File: src/rtl/jpeg2k_fixed_pkg.sv
// Shared fixed-point helpers for the JPEG2000 datapath: saturation bounds,
// fixed-to-real conversion for simulation messages, and the divider state enum.
package jpeg2k_fixed_pkg;

    typedef enum logic [1:0] {
        IDLE = 2'd0,
        CALC = 2'd1,
        DONE = 2'd2
    } div_state_e;

    function automatic longint sat_max(input int width);
        return (longint'(1) <<< (width - 1)) - longint'(1);
    endfunction

    function automatic longint sat_min(input int width);
        return -(longint'(1) <<< (width - 1));
    endfunction

    function automatic real fx_to_real(input longint value, input int point);
        return real'(value) / (2.0 ** point);
    endfunction

endpackage

File: src/rtl/fixed_point_divider.sv
// Iterative signed fixed-point divider: radix-2 restoring division on operand
// magnitudes, one quotient bit per clock, result saturated to the output format.
module fixed_point_divider
    import jpeg2k_fixed_pkg::*;
#(
    parameter int AWidth   = 16,
    parameter int APoint   = 10,
    parameter int BWidth   = 16,
    parameter int BPoint   = 10,
    parameter int OutWidth = 16,
    parameter int OutPoint = 10
) (
    input  logic                       clk_i,
    input  logic                       rst_n_i,
    input  logic                       s_valid_i,
    output logic                       s_ready_o,
    input  logic signed [AWidth-1:0]   a_i,
    input  logic signed [BWidth-1:0]   b_i,
    output logic                       m_valid_o,
    input  logic                       m_ready_i,
    output logic signed [OutWidth-1:0] q_o,
    output logic                       ovf_o,
    output logic                       dz_o
);

    localparam int S    = OutPoint + BPoint - APoint;
    localparam int SU   = (S < 0) ? 0 : S;
    localparam int DW   = AWidth + SU;
    localparam int CntW = $clog2(DW + 1);
    localparam int CW   = ((DW > OutWidth) ? DW : OutWidth) + 1;

    generate
        if (S < 0) begin : g_bad_scale
            $error("fixed_point_divider: OutPoint + BPoint - APoint must be >= 0");
        end
    endgenerate

    div_state_e state_q, state_d;
    logic [CntW-1:0] cnt_q, cnt_d;

    logic [DW-1:0]     dq_q;
    logic [BWidth:0]   rem_q;
    logic [BWidth-1:0] bmag_q;
    logic              neg_q;
    logic              a_neg_q;
    logic              a_zero_q;
    logic              b_zero_q;

    logic signed [OutWidth-1:0] q_q, q_d;
    logic                       ovf_q, ovf_d;
    logic                       dz_q, dz_d;

    logic              accept;
    logic              finish;
    logic [AWidth-1:0] amag;
    logic [BWidth-1:0] bmag;
    logic [BWidth:0]   rem_sh;
    logic [BWidth:0]   rem_sub;
    logic              step_bit;

    function automatic logic signed [OutWidth-1:0] saturate(
        input  logic [DW-1:0] mag,
        input  logic          neg,
        output logic          ovf
    );
        logic [CW-1:0]              magx;
        logic [CW-1:0]              pos_lim;
        logic [CW-1:0]              neg_lim;
        logic signed [OutWidth-1:0] qs;
        magx    = CW'(mag);
        pos_lim = (CW'(1) << (OutWidth - 1)) - CW'(1);
        neg_lim = CW'(1) << (OutWidth - 1);
        qs      = OutWidth'(mag);
        ovf     = 1'b0;
        if (!neg && (magx > pos_lim)) begin
            ovf = 1'b1;
            qs  = OutWidth'(sat_max(OutWidth));
        end else if (neg && (magx > neg_lim)) begin
            ovf = 1'b1;
            qs  = OutWidth'(sat_min(OutWidth));
        end else if (neg) begin
            qs = -qs;
        end
        return qs;
    endfunction

    function automatic logic signed [OutWidth-1:0] div_zero_result(
        input logic a_neg,
        input logic a_zero
    );
        logic signed [OutWidth-1:0] qs;
        if (a_zero) begin
            qs = '0;
        end else if (a_neg) begin
            qs = OutWidth'(sat_min(OutWidth));
        end else begin
            qs = OutWidth'(sat_max(OutWidth));
        end
        return qs;
    endfunction

    // Magnitudes are unsigned so the most negative operand is exact.
    assign amag = a_i[AWidth-1] ? $unsigned(-a_i) : $unsigned(a_i);
    assign bmag = b_i[BWidth-1] ? $unsigned(-b_i) : $unsigned(b_i);

    assign accept = s_valid_i & s_ready_o;
    assign finish = (state_q == CALC) && (cnt_q == '0);

    assign rem_sh   = {rem_q[BWidth-1:0], dq_q[DW-1]};
    assign rem_sub  = rem_sh - {1'b0, bmag_q};
    assign step_bit = (rem_sh >= {1'b0, bmag_q});

    // Dividend bits shift out at the top while quotient bits shift in at the bottom.
    always_ff @(posedge clk_i) begin
        if (accept) begin
            dq_q     <= DW'(amag) << SU;
            rem_q    <= '0;
            bmag_q   <= bmag;
            neg_q    <= a_i[AWidth-1] ^ b_i[BWidth-1];
            a_neg_q  <= a_i[AWidth-1];
            a_zero_q <= (a_i == '0);
            b_zero_q <= (b_i == '0);
        end else if ((state_q == CALC) && (cnt_q != '0)) begin
            dq_q  <= {dq_q[DW-2:0], step_bit};
            rem_q <= step_bit ? rem_sub : rem_sh;
        end
    end

    always_comb begin
        q_d   = q_q;
        ovf_d = ovf_q;
        dz_d  = dz_q;
        if (finish) begin
            if (b_zero_q) begin
                q_d   = div_zero_result(a_neg_q, a_zero_q);
                ovf_d = 1'b0;
                dz_d  = 1'b1;
            end else begin
                q_d  = saturate(dq_q, neg_q, ovf_d);
                dz_d = 1'b0;
            end
        end
    end

    always_comb begin
        cnt_d = cnt_q;
        if (accept) begin
            cnt_d = CntW'(DW);
        end else if ((state_q == CALC) && (cnt_q != '0)) begin
            cnt_d = cnt_q - CntW'(1);
        end
    end

    always_ff @(posedge clk_i or negedge rst_n_i) begin
        if (!rst_n_i) begin
            state_q <= IDLE;
            cnt_q   <= '0;
            q_q     <= '0;
            ovf_q   <= 1'b0;
            dz_q    <= 1'b0;
        end else begin
            state_q <= state_d;
            cnt_q   <= cnt_d;
            q_q     <= q_d;
            ovf_q   <= ovf_d;
            dz_q    <= dz_d;
        end
    end

    always_comb begin
        state_d = state_q;
        case (state_q)
            IDLE:    if (s_valid_i) state_d = CALC;
            CALC:    if (cnt_q == '0) state_d = DONE;
            DONE:    if (m_ready_i) state_d = IDLE;
            default: state_d = IDLE;
        endcase
    end

    always_comb begin
        s_ready_o = 1'b0;
        m_valid_o = 1'b0;
        case (state_q)
            IDLE:    s_ready_o = 1'b1;
            DONE:    m_valid_o = 1'b1;
            default: ;
        endcase
    end

    assign q_o   = q_q;
    assign ovf_o = ovf_q;
    assign dz_o  = dz_q;

`ifndef SYNTHESIS
    logic signed [AWidth-1:0] a_raw_q;
    logic signed [BWidth-1:0] b_raw_q;

    always_ff @(posedge clk_i) begin
        if (accept) begin
            a_raw_q <= a_i;
            b_raw_q <= b_i;
        end
    end

    always_ff @(posedge clk_i) begin
        if (m_valid_o && m_ready_i && (ovf_q || dz_q)) begin
            $display("fixed_point_divider: %s a=%f b=%f q=%f",
                     dz_q ? "divide-by-zero" : "saturated",
                     fx_to_real(longint'(a_raw_q), APoint),
                     fx_to_real(longint'(b_raw_q), BPoint),
                     fx_to_real(longint'(q_q), OutPoint));
        end
    end
`endif

endmodule

File: config.mk
export PLATFORM = sky130hd
export DESIGN_NAME = fixed_point_divider
export DESIGN_NICKNAME = d
export VERILOG_FILES = /design/src/rtl/jpeg2k_fixed_pkg.sv /design/src/rtl/fixed_point_divider.sv
export SDC_FILE = /design/constraint.sdc
export NUM_CORES = 1
export LEC_CHECK = 0
export CAP_MARGIN = 20
export CORE_MARGIN = 3
export CORE_UTILIZATION = 57
export CTS_CLUSTER_DIAMETER = 40
export DETAILED_ROUTE_END_ITERATION = 12
export PLACE_DENSITY = 0.8
export SYNTH_ARGS = -nofsm -noshare
export SYNTH_HDL_FRONTEND = slang
export SYNTH_SLANG_ARGS = --single-unit
File: constraint.sdc
create_clock -name clk_i -period 2.93 [get_ports clk_i]
set_input_delay 0.4395 -clock clk_i [delete_from_list [all_inputs] [get_ports clk_i]]
set_output_delay 0.4395 -clock clk_i [all_outputs]
set_load 0.02 [all_outputs]
==> results.py <==
metrics = {
    "setup_path": {
        "path_cells": "inv_1 -> ha_1 -> or4b_4 -> nor4_2 -> o2111ai_1 -> or3_1 -> o22ai_1",
        "critPathMaxFanout": 7,
        "cp-startpoint": "dq_q[0]$_SDFFE_PP0P_",
        "cpMaxStageDelayCell": "or3_1",
        "slowest_delay_ps": 540,
        "crit_type": "flip-flop to flip-flop",
        "crit_buf_inv": 1,
        "end_kind": "flip-flop",
        "path_delay_family": "simple AND/OR/NAND/NOR gates",
        "cp-endpoint": "q_o[9]$_DFFE_PN0P_",
        "r2r-end": "q_o[9]$_DFFE_PN0P_",
        "rrSetupSlack_ps": 250,
        "worstSetupStartpointType": "flip-flop",
        "crit_arrival_ps": 2950,
        "rr_startpoint": "dq_q[0]$_SDFFE_PP0P_",
        "crit_cells": 7,
        "r2r_cells": 7,
        "worstPathRequired_ps": 3210,
    },
    "layout": {
        "nets": 720,
        "utilization": 0.7018,
        "area_growth_pct": 17.29,
        "fillers": 703,
        "diodes": 0,
        "mostFrequentLayoutCells": "nand2_1 (87), clkdlybuf4s50_1 (55), nor2_1 (40), nand3_1 (36), edfxtp_1 (36)",
        "drive_above_1_share": 0.07036,
        "layout_commonest_cell": "nand2_1",
        "final-seq-area_sq_um": 2227,
        "multi_input_area_sq_um": 2858,
        "final_cell_count_no_fill": 776,
    },
    "clock_tree": {
        "cts_made_buffers": 9,
        "clkTransAtPathRegs_ps": 90,
        "insertion_delay_ps": 360,
        "cts_tree": "built",
        "htreeDepth": 3,
        "cts_buffer_depth": 2,
        "cts.sinks": 87,
        "ctsRootBufferMaster": "clkbuf_8",
        "hold_buffers": 0,
    },
    "routing": {
        "via_per_inst": 6.191,
        "wl_per_cell_um": 16.14,
        "dr.pass1.iters": 5,
        "highest_layer": "met4",
        "vias": 4804,
        "dr_wl_met3_um": 893,
        "wl_mm": 12.52,
        "routed-wl-met2_mm": 5.715,
        "wl_met1_mm": 5.780,
        "ant_nets": 0,
        "first_iter_violations": 367,
        "drc": 0,
    },
    "sta": {
        "drv_slew": 0,
        "skew_ps": 10.34,
        "fin_setup_tns_ps": 0,
        "hold_viol": 0,
        "tightest_slew_ps": 665.6,
        "slew_headroom": 0.5562,
        "setup_viol": 0,
        "rsz0062_at_grt": "false",
        "fin_crit_sh": 0.9132,
        "max_freq_mhz": 373.7,
        "min_period_ps": 2676,
    },
    "power": {
        "p_leak_nw": 2.512,
        "cellPowerDensity_nw_per_um2": 1062,
        "irDropWorstVdd_mv": 0.3821,
    },
    "run_status": {
        "status": "finished clean",
    },
    "placement": {
        "hpwlAfterDp_mm": 9.443,
        "dp_cells": 760,
        "place.gp.congestion": 0.9101,
        "portBuffers": 55,
    },
    "die": {
        "die_h_um": 102.6,
        "io_pins": 56,
        "die_x_um": 102.6,
        "core_area_sq_um": 8891,
        "start_util": 0.5984,
        "die-area_sq_um": 10530,
        "num_rows": 34,
    },
    "yosys": {
        "async_flop_share": 0.2874,
        "yosys_register_bits": 87,
        "synthCells": 608,
        "synth_top_area_cell": "edfxtp_1",
        "ys_seq_area_frac": 0.4186,
        "syn_avg_cell_area_sq_um": 8.750,
        "yosysWarnings": 0,
        "synth_cell_types": 62,
        "synth_nets": 665,
        "syn_area_sq_um": 5320,
        "synth_top_area_frac": 0.2032,
        "synthFlopType": "edfxtp_1",
        "yosys-top-cells-area": "edfxtp_1 (20%), dfrtp_1 (12%), dfxtp_1 (9.8%), nand2_1 (6.1%), ha_1 (4.7%)",
        "synth_edf_count": 36,
    },
    "grt": {
        "grtUsageTotal": 0.2468,
        "grt_max_degree": 36,
        "antenna_found_initial": 0,
        "grt_pass1_wl_mm": 20.82,
        "grt_pass1_vias": 4391,
        "grt_overflow_total": 0,
    },
    "worst_hold_path": {
        "hold_path.class": "primary input to asynchronous set/reset pin",
    },
    "run": {
        "max_cap_viol_count": 0,
    },
}
==> Yosys cell counts (14+ instances only) <==
master,instances
o21ai_1,28
xnor2_1,20
edfxtp_1,36
xor2_1,23
o21ai_0,25
ha_1,20
inv_1,29
clkbuf_1,24
a21oi_1,24
dfrtp_1,25
dfxtp_1,26
nor2_1,42
o31ai_1,14
nand3_1,36
nand2_1,87
==> worst min path at each step <==
stage / startpoint / end
floorplan: rst_n_i / cnt_q[0]$_DFFE_PN0P_
global placement: dz_o$_DFFE_PN0P_ / dz_o$_DFFE_PN0P_
detailed placement: dz_o$_DFFE_PN0P_ / dz_o$_DFFE_PN0P_
CTS: rst_n_i / q_o[13]$_DFFE_PN0P_
global route: rst_n_i / q_o[8]$_DFFE_PN0P_
finish: rst_n_i / q_o[13]$_DFFE_PN0P_
==> routing by layer <==
metal,vias to the layer above,track usage
li1,2344,-
met1,2246,0.3518
met2,192,0.3923
met3,22,0.04668
met4,0,0.05651
met5,-,0
==> sequential cells by signal (all words and copies together), names as in the netlist <==
signal,count
b_zero_q,1
a_neg_q,1
state_q,2
bmag_q,16
neg_q,1
dz_o,1
dq_q,26
a_zero_q,1
cnt_q,5
q_o,16
rem_q,16
ovf_o,1
==> cell families (layout without fill, tap and decap cells) <==
kind of cell,count (synthesis),in the layout,share of synthesized area
xor+xnor,43,43,0.07079
compound gates,154,154,0.1891
simple gates,240,240,0.2218
flops,87,87,0.4186
buf+inv,61,121,0.04515
mux,2,2,0.003763
fa+ha+maj,21,21,0.05080
==> repair_timing <==
| item | 4_1_cts | 5_1_grt |
|---|---|---|
| setup buffers | 0 | 0 |
| gates resized for setup | 0 | 1 |
| endpoints found under the setup margin | 0 | 10 |
==> area by class of cell <==
type,instances,area share
multi-input cells,460,0.4580
flip-flops and latches,87,0.3569
repair buffers,72,0.1087
clock buffers,11,0.02507
well taps,108,0.02166
inverters,33,0.01985
clock inverters,5,0.009826
==> worst reg2reg max path, delay by kind of cell (launching register included) <==
kind                       cells  cell delay [ps]
AOI/OAI and AO/OA              2              520
buffers and inverters          1              110
and+or+nand+nor                3             1390
DFF                            1              350
adders and majority gates      1              220
==> where the power goes <==
group	internal, mW	switching, mW
Sequential	1.84	0.413
Clock	0.462	0.441
Combinational	1.45	2.02
Total	3.75	2.87
==> metrics by stage <==
| step | setup WS, ps | area (sq um) | power (mW) | hold WS (ps) |
|---|---|---|---|---|
| final | 254.4 | 6240 | 6.629 | 424.1 |
| after global routing | 116.2 | 6240 | 7.128 | 445.5 |
| after CTS | 135.4 | 6237 | 6.587 | 435.8 |
| after detailed placement | 152.7 | 6020 | 5.676 | 467.6 |
| after global placement | 341.8 | 6020 | 5.537 | 459.6 |
| after floorplan | 709.9 | 5320 | 4.581 | 143.9 |
Power figures use the tool's default switching activity.
